<file path="config.mk">
export PLATFORM = sky130hd
export DESIGN_NAME = cp0_exc_unit
export DESIGN_NICKNAME = d
export VERILOG_FILES = /design/src/rtl/cp0_exc_unit.sv
export SDC_FILE = /design/constraint.sdc
export NUM_CORES = 1
export LEC_CHECK = 0
export CORE_ASPECT_RATIO = 0.6
export CORE_MARGIN = 8
export CORE_UTILIZATION = 35
export DETAILED_ROUTE_END_ITERATION = 8
export HOLD_SLACK_MARGIN = 0.15
export PLACE_DENSITY = 0.7
export SYNTH_ARGS = -nofsm -noshare
export SYNTH_HDL_FRONTEND = slang
export SYNTH_SLANG_ARGS = --single-unit
</file>
<file path="constraint.sdc">
create_clock -name clk -period 2.4 [get_ports clk]
set_input_delay 0.48 -clock clk [delete_from_list [all_inputs] [get_ports clk]]
set_output_delay 0.48 -clock clk [all_outputs]
set_load 0.05 [all_outputs]
</file>
<file path="src/rtl/cp0_exc_unit.sv">
// Coprocessor-0 exception/interrupt unit (M stage): holds SR, Cause, EPC and PrID.
// It raises IntReq, which flushes the pipeline and redirects it, and it serves mfc0, mtc0 and eret.
module cp0_exc_unit #(
  parameter logic [31:0] PRID      = 32'h2018_1210,
  parameter logic [31:0] EPC_RESET = 32'h0000_3000
) (
  input  logic        clk,
  input  logic        reset,
  input  logic [31:0] PCM,
  input  logic        BDM,
  input  logic [4:0]  ExcCodeM,
  input  logic [5:0]  HWInt,
  input  logic [4:0]  A1,
  input  logic [31:0] DIn,
  input  logic        WeCP0,
  input  logic        EXLClr,
  output logic        IntReq,
  output logic [31:0] EPC,
  output logic [31:0] DOut
);

  localparam int unsigned XLEN  = 32;
  localparam int unsigned IM_W  = 6;
  localparam int unsigned EXC_W = 5;

  localparam logic [4:0] REG_SR    = 5'd12;
  localparam logic [4:0] REG_CAUSE = 5'd13;
  localparam logic [4:0] REG_EPC   = 5'd14;
  localparam logic [4:0] REG_PRID  = 5'd15;

  localparam logic [XLEN-1:0] WORD_MASK = 32'hFFFF_FFFC;

  logic [IM_W-1:0]  sr_im;
  logic             sr_exl;
  logic             sr_ie;
  logic             cause_bd;
  logic [IM_W-1:0]  cause_ip;
  logic [EXC_W-1:0] cause_exc;
  logic [XLEN-1:0]  epc_q;

  logic             int_pend;
  logic             exc_pend;
  logic [XLEN-1:0]  epc_raw;
  logic [XLEN-1:0]  sr_word;
  logic [XLEN-1:0]  cause_word;

  // Request decision: an interrupt or exception is taken only while outside a handler.
  always_comb begin
    int_pend = (|(HWInt & sr_im)) & sr_ie & ~sr_exl;
    exc_pend = (ExcCodeM != 5'd0) & ~sr_exl;
    IntReq   = int_pend | exc_pend;
    epc_raw  = BDM ? (PCM - XLEN'(4)) : PCM;
  end

  always_comb begin
    sr_word    = {16'd0, sr_im, 8'd0, sr_exl, sr_ie};
    cause_word = {cause_bd, 15'd0, cause_ip, 3'd0, cause_exc, 2'd0};
    EPC        = epc_q;
  end

  // mfc0 read mux; there is no bypass, so a read sees state as of the last edge.
  always_comb begin
    DOut = '0;
    unique case (A1)
      REG_SR:    DOut = sr_word;
      REG_CAUSE: DOut = cause_word;
      REG_EPC:   DOut = epc_q;
      REG_PRID:  DOut = PRID;
      default:   DOut = '0;
    endcase
  end

  // Commit order: take exception/interrupt > eret > mtc0.
  always_ff @(posedge clk or negedge reset) begin
    if (!reset) begin
      sr_im     <= '0;
      sr_exl    <= 1'b0;
      sr_ie     <= 1'b0;
      cause_bd  <= 1'b0;
      cause_ip  <= '0;
      cause_exc <= '0;
      epc_q     <= EPC_RESET;
    end else begin
      cause_ip <= HWInt;
      if (IntReq) begin
        sr_exl    <= 1'b1;
        cause_bd  <= BDM;
        epc_q     <= epc_raw & WORD_MASK;
        cause_exc <= int_pend ? EXC_W'(0) : ExcCodeM;
      end else if (EXLClr) begin
        sr_exl <= 1'b0;
      end else if (WeCP0) begin
        if (A1 == REG_SR) begin
          sr_im  <= DIn[15:10];
          sr_exl <= DIn[1];
          sr_ie  <= DIn[0];
        end else if (A1 == REG_EPC) begin
          epc_q <= DIn & WORD_MASK;
        end
      end
    end
  end

endmodule

</file>
==> summary.md, run 1 <==
| Metric | Value |
|---|---|
| Util after Layout | 63.5% |
| Tmin final | about 2400 ps |
| Initial drt markers | around 130 |
| Via count | 3,385 |
| Slew @ Worst Pin | approximately 600 ps |
| Seq/Total Area, Yosys | between 30 and 40% |
| Crit-path cells | clkdlybuf4s50_1 -> a22o_1 -> o31ai_4 -> a31oi_4 -> buf_6 -> buf_12 |
| RSZ-0062 raised after global routing | yes |
| Routed vias/inst | slightly above 5 |
| Status | complete, no violations |
| EDFF count, synth | 0 |
| CTS tree | yes |
| Clock latency on the worst-skew pair | 290 ps |
| Detailed Place HPWL | 9550 um |
| Placed cells | ~650 |
| Max stage delay on crit path | between 400 and 500 ps |
| Pwr per Cell Area | between 800 and 900 nW/um2 |
| Final Hold Viols | 0 |
| Initial Utilization | roughly 36% |
| Site Rows | 27 |
| Hold buffers post-CTS | 0 |
| Slew Limit Fails | 0 |
| Cell with the most instances after synthesis | dfrtp_1 |
| Fin Clk Skew | approximately 9.3 ps |
| Detailed Route WL | ~12,000 um |
| # diodes | 0 |
| Share of cells above drive strength 1 | approximately 25% |
| Routability cong. | about 0.80 |
| Hold Path Class | in -> async |
| Post-synthesis mux area share | just over 8% |
| Synth Instances | around 350 |
| Final Cell Area | ~5700 um2 |
| Clk root buf | clkbuf_16 |
| Data required, critical path | about 1900 ps |
| Core area | between 9000 and 10,000 um2 |
| Detailed Routing Iterations Pass 1 | 4 |
| Die Y | between 90 and 100 um |
| Distinct cells, synth | 47 |
| Hold Worst Slack | roughly 190 ps |
| Post-Syn Area per Cell | 9.10 um2 |
| FF+latch area | 1250 um2 |
| Dpl cell area | between 5000 and 6000 um2 |
| Max VDD drop | 0.000688 V |
| Worst EP arrival | approximately 1900 ps |
| CP endpoint kind | primary output |
| Fmax | between 400 and 500 MHz |
| Final std cells w/o fill | ~660 |
| Top_reg_cell synth | dfrtp_1 |
| Worst setup slack after layout | between 30 and 40 ps |
| Area delta synth->final | 78.4% |
| GR Overflow Total | 0 |
| Initial antenna violation count | 0 |
| GRT Util Overall | a little under a fifth |
| Syn. warnings | 0 |
| Fin crit share | 98.7% |
| Fillers | about 760 |
| Crit path max-delay family | buffers and inverters |
| Setup Viol. Count Final | 0 |
| Multi-input logic area | between 1500 and 2000 um2 |
| Commonest cells post-synth | 48 x dfrtp_1, 36 x nor2_1, 24 x a21oi_1, 23 x nor2b_1, 20 x a211oi_1 |
| Total chip power | between 5 and 6 mW |
| Die area | ~13,000 um2 |
| Longest Clk Path Bufs | 2 |
| Simple-gate share of the synthesized area | 26.0% |
| Sum Neg Setup Slack | 0 ps |
| Adder-cell area share of the yosys netlist | 0.389% |
| Compound-Gate Fraction of Synth Area | 15.5% |
| CP Buf/Inv Count | 3 |
| Fin nets | about 630 |
| Maximum fanout along the worst path | 7 |
| Post-Place Setup Slack | -237 ps |
| Worst-path clk slew | around 70 ps |
| Xor-xnor portion of the synthesized cell area | 7.07% |
| Synthesized flop and latch total | 50 |
| Rel. slew slack | around three fifths |
| Wire per inst | around 18 um |
| # clock sinks | 50 |
| Routed Antenna Nets | 0 |
| Htree depth | 2 |
| Slowest stage cell, crit path | clkdlybuf4s50_1 |
| Register-to-Register Setup Slack | 150 ps |
| Crit Path Class | in -> out |
| # port buffers | 145 |
| Largest family of logic cells by synthesized area | simple AND/OR/NAND/NOR gates |
| Chip width | 140 um |
| Ys async rst share | 100% |
| Remaining DRCs | 0 |
| # IOs | 150 |
| Critical path launch point type | input pin |
| Leak | approximately 2.3 nW |
| First-pass GRT wire length | 19,000 um |
| Post-Syn Area | around 3200 um2 |
| Leading area contributor after synthesis | dfrtp_1 |
| Post-synth top area share | roughly 37% |
| Number of global-route vias before repair | ~3.5k |
| Main area contributors after synthesis | dfrtp_1 37%, a211oi_1 4.7%, mux2i_1 4.7%, nor2b_1 4.5%, xnor2_1 4.4% |
| CTS buffer count | 5 |
| Largest net degree at the start of global routing | 40 |
| Max-cap violations | 0 |
[worst register-to-register path, delay by kind of cell (launching register included)]
kind | cells | cell delay, ps
buffers and inverters | 2 | 330
DFF | 1 | 410
AOI/OAI and AO/OA | 3 | 780
muxes | 1 | 340
and+or+nand+nor | 1 | 280
[cells by family after synthesis]
group           Yosys count
buf+inv                  30
simple gates            145
xor+xnor                 26
mux                      25
other cells               1
fa+ha+maj                 1
compound gates           76
flops                    50
[metal layers]
| metal | up-vias | global-route usage, % | routed length [um] |
|---|---|---|---|
| met2 | 107 | 29.9 | 5430 |
| met3 | 11 | 5.70 | 854 |
| met1 | 1629 | 24.6 | 5510 |
| met4 | 0 | 3.23 | 104 |
| met5 | - | 0 | 0 |
| li1 | 1638 | - | - |
[cell type report]
type                       count  area share [%]
inverter                       9           0.588
tap                          116            2.53
sequential                    50            21.8
clock buffer                   7            2.66
clock inverter                 1           0.152
multi-input combinational    275            32.9
timing repair buffer         204            39.4
[final timing paths]
check	endpoint	startpoint	depth (start not counted)
hold / removal	cause_ip[1]	reset	1
min in group clk	cause_ip[3]	HWInt[3]	1
setup reg to reg	sr_im[2]	sr_im[0]	7
setup / recovery	IntReq	HWInt[5]	6
hold reg to reg	cause_bd	cause_bd	1
max in group asynchronous	EPC[12]	reset	2
[timing repair]
action,4_1_cts,5_1_grt
pin swaps,5,6
setup endpoints to repair,7,32
resized for setup,9,15
setup buffers,3,5
[cell usage in the layout, fill, tap and decap left out, drive strengths merged, types with 9 or more instances in the layout]
master	count
nand2	17
a21oi	24
and2	16
nor2	36
clkdlybuf4s50	104
nor3	11
a211oi	20
mux2i	15
xnor2	16
dfrtp	48
inv	9
nor2b	23
buf	93
xor2	10
o21ai	16
mux2	10
[power breakdown]
group	switching, mW	total [mW]	internal, mW
sequential	0.255	1.45	1.19
clock	0.320	0.766	0.446
combinational	1.74	2.87	1.13
[flip-flops by register name, summed over array words and instances (netlist names)]
signal and count:
EPC 30, cause_ip 6, sr_im 6, cause_exc 5
cause_bd 1, sr_exl 1, sr_ie 1
No activity file was read; power rests on OpenSTA's default activity.
==> run 2: changes to the inputs <==
--- a/config.mk
+++ b/config.mk
@@ -11,6 +11,7 @@
 export DETAILED_ROUTE_END_ITERATION = 8
 export HOLD_SLACK_MARGIN = 0.15
 export PLACE_DENSITY = 0.7
+export REMOVE_ABC_BUFFERS = 1
 export SYNTH_ARGS = -nofsm -noshare
 export SYNTH_HDL_FRONTEND = slang
 export SYNTH_SLANG_ARGS = --single-unit
==> run 2 against run 1 <==
Effect of this change:
- hold slack worse by 26 ps
- power decreased by 0.38%
- register-to-register slack better by 90 ps
- die area did not move
- utilization up 0.055 points
- count of clock-buffer cells in the layout fell by 2
- cell count unchanged
- cell area about the same
- global-route usage increased by 0.51 points
- sequential power hardly changed
- sequential share of layout area hardly changed
- first-iteration DRC count is 26% higher
- critical path type unchanged
- critical endpoint unchanged
==> summary.md, run 2 (synthesis gave the netlist of run 1 again) <==
| Metric | Value |
|---|---|
| Status | complete, no violations |
| Data required, critical path | roughly 1900 ps |
| Clock latency on the worst-skew pair | roughly 300 ps |
| Fmax | between 400 and 500 MHz |
| Largest net degree at the start of global routing | 53 |
| Via count | 3,363 |
| # port buffers | 145 |
| CP endpoint kind | primary output |
| Crit Path Class | in -> out |
| Maximum fanout along the worst path | 3 |
| Routed Antenna Nets | 0 |
| Wire per inst | approximately 18 um |
| # clock sinks | 50 |
| Max FFs per register | 30 |
| Initial Utilization | between 30 and 40% |
| Leading cell type in the layout, fill and taps excluded | clkdlybuf4s50_1 |
| Remaining DRCs | 0 |
| Die Y | between 90 and 100 um |
| Detailed Route WL | between 10,000 and 15,000 um |
| Worst-path clk slew | 70 ps |
| Fin crit share | 97.9% |
| Share of cells above drive strength 1 | 25.8% |
| Leak | ~2.3 nW |
| Htree depth | 2 |
| RSZ-0062 raised after global routing | yes |
| GR Overflow Total | 0 |
| Initial drt markers | 165 |
| Final Hold Viols | 0 |
| Tmin final | around 2300 ps |
| Most frequent cells in the layout | 107 x clkdlybuf4s50_1, 54 x buf_4, 48 x dfrtp_1, 36 x nor2_1, 36 x buf_12 |
| Pwr per Cell Area | between 800 and 900 nW/um2 |
| # diodes | 0 |
| Worst setup slack after layout | ~51 ps |
| Setup Viol. Count Final | 0 |
| Die area | roughly 13,000 um2 |
| First-pass GRT wire length | 19,600 um |
| Fin nets | about 630 |
| Max-cap violations | 0 |
| Detailed Place HPWL | 9640 um |
| Longest Clk Path Bufs | 2 |
| Hold Path Class | in -> async |
| Post-Place Setup Slack | -156 ps |
| Critical path launch point type | input pin |
| Slew @ Worst Pin | roughly 560 ps |
| Detailed Routing Iterations Pass 1 | 4 |
| Initial antenna violation count | 0 |
| Number of global-route vias before repair | 3,571 |
| Fin Clk Skew | just under 10 ps |
| CTS tree | yes |
| Worst EP arrival | about 1900 ps |
| Max VDD drop | around 0.00081 V |
| GRT Util Overall | around a fifth |
| CTS buffer count | 5 |
| Clk root buf | clkbuf_16 |
| Area delta synth->final | 78.6% |
| Rel. slew slack | between 60% and 70% |
| Chip width | around 140 um |
| Core area | about 9100 um2 |
| # IOs | 150 |
| Fillers | around 750 |
| Slew Limit Fails | 0 |
| Site Rows | 27 |
| Sum Neg Setup Slack | 0 ps |
| Routability cong. | 0.873 |
| Routed vias/inst | between 5 and 6 |
## run 2: changes by cell type in the layout (fill, tap and decap cells not counted), sizes merged
cell / change
dlygate4sd2: -3
clkinvlp: +1
clkdlybuf4s50: +3
clkbuf: -2
inv: +1
## run 2: worst paths after layout
check	startpoint	to	slack (ps)	cells past startpoint
min in group clk	HWInt[3]	cause_ip[3]	330	1
max	HWInt[4]	IntReq	50	6
max reg2reg	sr_im[3]	sr_im[3]	240	7
min reg2reg	sr_im[5]	sr_im[5]	530	1
max in group asynchronous	reset	EPC[13]	1590	2
min	reset	EPC[17]	160	1
## run 2: power by group
| part | switching, mW | internal (mW) | leakage, nW |
|---|---|---|---|
| Combinational | 1.74 | 1.13 | 1.65 |
| Sequential | 0.267 | 1.19 | 0.590 |
| Clock | 0.350 | 0.393 | 0.0704 |
| Total | 2.36 | 2.71 | 2.31 |
## run 2: metal layers
metal / routed length (um) / track usage [%] / vias up
li1: - / - / 1635
met1: 5630 / 25.7 / 1602
met2: 5250 / 29.2 / 114
met3: 1090 / 7.12 / 12
met4: 108 / 3.14 / 0
met5: 0 / 0 / -
## run 2: what timing repair did
item,in CTS,in global routing
setup buffers,1,3
pin swaps,2,4
gates resized for setup,4,19
hold endpoints to repair,0,0
endpoints found under the setup margin,6,32
hold buffers,0,0
## run 2: critical path, cell delays in order
cell and delay, ps:
clkdlybuf4s50_1 430, a22o_1 230, o31ai_4 310, a31oi_4 130, buf_6 150, buf_12 140
## run 2: layout make-up
cell class                 instances  area, um2  share of cell area (%)
clock inverter                     3       25.0                   0.435
timing repair buffer             204       2270                    39.5
tap                              116        145                    2.52
sequential                        50       1250                    21.8
clock buffer                       5        125                    2.18
inverter                           9       33.8                   0.587
multi-input combinational        275       1900                    33.0
## run 2: stage by stage
stage	area, um2	instances	util [%]	power [mW]	hold slack, ps
detailed placement	5510	650	60.9	4.29	496
global route	5750	662	63.5	5.34	204
floorplan	3130	334	-	3.10	184
finish	5750	662	63.5	5.06	164
global placement	5510	650	60.9	4.23	488
CTS	5680	659	62.7	5.06	177
==> run 3: changes to the inputs <==
--- a/config.mk
+++ b/config.mk
@@ -5,7 +5,7 @@
 export SDC_FILE = /design/constraint.sdc
 export NUM_CORES = 1
 export LEC_CHECK = 0
-export CORE_ASPECT_RATIO = 0.6
+export CORE_ASPECT_RATIO = 0.7
 export CORE_MARGIN = 8
 export CORE_UTILIZATION = 35
 export DETAILED_ROUTE_END_ITERATION = 8
==> run 3 against run 2 <==
Effect of this change:
- clock power grew 10%
- power grew 0.15%
- cell area is the same
- die area shrank 0.42%
- clock skew shrank 1.5 ps
- setup slack gained 17 ps
- non-clock buffer count is the same
- count of clock-buffer cells in the layout is the same
- via count shrank 1.8%
- critical path depth grew 1
- cell count grew 1.2%
- sequential share of layout area is the same
==> summary.md, run 3 (synthesis gave the netlist of run 1 again) <==
| Metric | Value |
|---|---|
| First-pass GRT wire length | between 15,000 and 20,000 um |
| Chip width | approximately 130 um |
| Routed vias/inst | 4.93 |
| Slew @ Worst Pin | ~580 ps |
| Clk root buf | clkbuf_16 |
| CP endpoint kind | flip-flop |
| Max VDD drop | approximately 0.00059 V |
| Pwr per Cell Area | between 800 and 900 nW/um2 |
| GRT Util Overall | between 10% and 20% |
| Maximum fanout along the worst path | 3 |
| Final Hold Viols | 0 |
| Max FFs per register | 30 |
| Routed Antenna Nets | 0 |
| P_sw | between 2 and 2.5 mW |
| Placed cells | 657 |
| Share of cells above drive strength 1 | 23.3% |
| CTS buffer count | 5 |
| Initial drt markers | 154 |
| Detailed Route WL | 11,300 um |
| Leading cell type in the layout, fill and taps excluded | clkdlybuf4s50_1 |
| Fin crit share | between 90 and 100% |
| Hold Worst Slack | 187 ps |
| Core area | 9000 um2 |
| # clock sinks | 50 |
| Fin Clk Skew | roughly 8.3 ps |
| Wire per inst | approximately 17 um |
| Multi-input logic area | around 1900 um2 |
| Tmin final | 2330 ps |
| Fillers | a little under 800 |
| Most frequent cells in the layout | 104 x clkdlybuf4s50_1, 51 x buf_4, 48 x dfrtp_1, 36 x buf_12, 34 x nor2_1 |
| Initial Utilization | 35.8% |
| # port buffers | about 150 |
| Clock latency on the worst-skew pair | around 290 ps |
| Final Cell Area | about 5800 um2 |
| Hold buffers post-CTS | 0 |
| # IOs | 150 |
| Critical path launch point type | input pin |
| Leak | approximately 2.3 nW |
| FF+latch area | 1250 um2 |
| Gate power share | a little under three fifths |
| Fin nets | 631 |
| Data required, critical path | between 2000 and 3000 ps |
| Area delta synth->final | 78.6% |
| Die area | around 13,000 um2 |
| Setup Viol. Count Final | 0 |
| Status | complete, no violations |
| Hold Path Class | in -> async |
| Crit path max-delay family | simple AND/OR/NAND/NOR gates |
| Crit-path cells | clkdlybuf4s50_1 -> or4_4 -> or2_2 -> nor4_1 -> buf_4 -> xnor2_1 -> a21oi_1 |
| CTS tree | yes |
| Worst EP arrival | roughly 2500 ps |
| Worst-path clk slew | 70 ps |
| Site Rows | 29 |
| Final std cells w/o fill | 670 |
| Dpl cell area | about 5500 um2 |
| GR Overflow Total | 0 |
| Slew Limit Fails | 0 |
| Remaining DRCs | 0 |
| Max-cap violations | 0 |
| Largest net degree at the start of global routing | 48 |
| Rel. slew slack | approximately three fifths |
| Number of global-route vias before repair | between 3k and 4k |
| Sw Share | a little under half |
| Routability cong. | approximately 0.84 |
| Crit Path Class | in -> reg |
| CP Buf/Inv Count | 2 |
| Detailed Routing Iterations Pass 1 | 4 |
| # diodes | 0 |
| Htree depth | 2 |
| Seq pwr share | 28.3% |
| Via count | approximately 3.3k |
| Detailed Place HPWL | 9280 um |
| Slowest stage cell, crit path | or4_4 |
| Internal Power | between 2 and 3 mW |
| Longest Clk Path Bufs | 2 |
| Max stage delay on crit path | between 500 and 600 ps |
| RSZ-0062 raised after global routing | no |
| Sum Neg Setup Slack | 0 ps |
| Initial antenna violation count | 0 |
| Clock share of power | around 16% |
| Die Y | approximately 96 um |
| Fmax | 429 MHz |
## run 3: final cells by class
class                      count  area share (%)
sequential                    50            21.8
timing repair buffer         204            39.7
tap                          124            2.70
clock buffer                   5            2.18
multi-input combinational    275            32.3
clock inverter                 3           0.761
inverter                       9           0.587
## run 3: repair_timing
item	CTS	global route
resized for setup	4	11
setup endpoints to repair	2	40
buffers inserted	4	1
endpoints found under the hold margin	0	0
pin swaps	4	4
## run 3: metal layers
layer	vias to the layer above	part of all wire, %	GRT usage [%]	wire length (um)
met5	-	0	0	0
met4	0	0.33	3.04	38
met1	1554	45	22.9	5140
li1	1635	-	-	-
met2	111	44	28.9	5000
met3	4	10	6.70	1160
## run 3: final timing paths
| path | start | to | slack [ps] | cells after the start |
|---|---|---|---|---|
| max in group asynchronous | reset | EPC[12] | 1570 | 2 |
| worst min register to register | cause_bd | cause_bd | 530 | 1 |
| min in group clk | HWInt[5] | cause_ip[5] | 340 | 1 |
| worst max-delay path | PCM[18] | EPC[26] | 70 | 7 |
| worst min-delay path | reset | EPC[2] | 190 | 1 |
| worst max register to register | sr_im[3] | sr_im[2] | 230 | 7 |
## run 3: power by group through the flow
stage	clock (mW)	combinational [mW]	sequential, mW
6_report	0.819	2.82	1.44
5_1_grt	0.875	2.99	1.48
4_1_cts	0.839	2.84	1.44
3_5_place_dp	0	2.79	1.45
3_3_place_gp	0	2.75	1.44
2_1_floorplan	0	0.828	2.27
## run 3: stage by stage
step / setup WS, ps / total power [mW] / util [%]
final: 68.2 / 5.07 / 63.9
after global routing: 11.3 / 5.34 / 63.9
after CTS: 1.97 / 5.12 / 63.5
after detailed placement: -227 / 4.24 / 61.3
after global placement: -203 / 4.19 / 61.3
after floorplan: -3610 / 3.10 / -
## run 3: worst register-to-register path, delay by kind of cell, from the launching register on
kind / cells / cell delay [ps]
flip-flops: 1 / 400
AO/OA/AOI/OAI: 3 / 760
multiplexers: 1 / 340
buffers and inverters: 2 / 340
AND/OR/NAND/NOR: 1 / 230
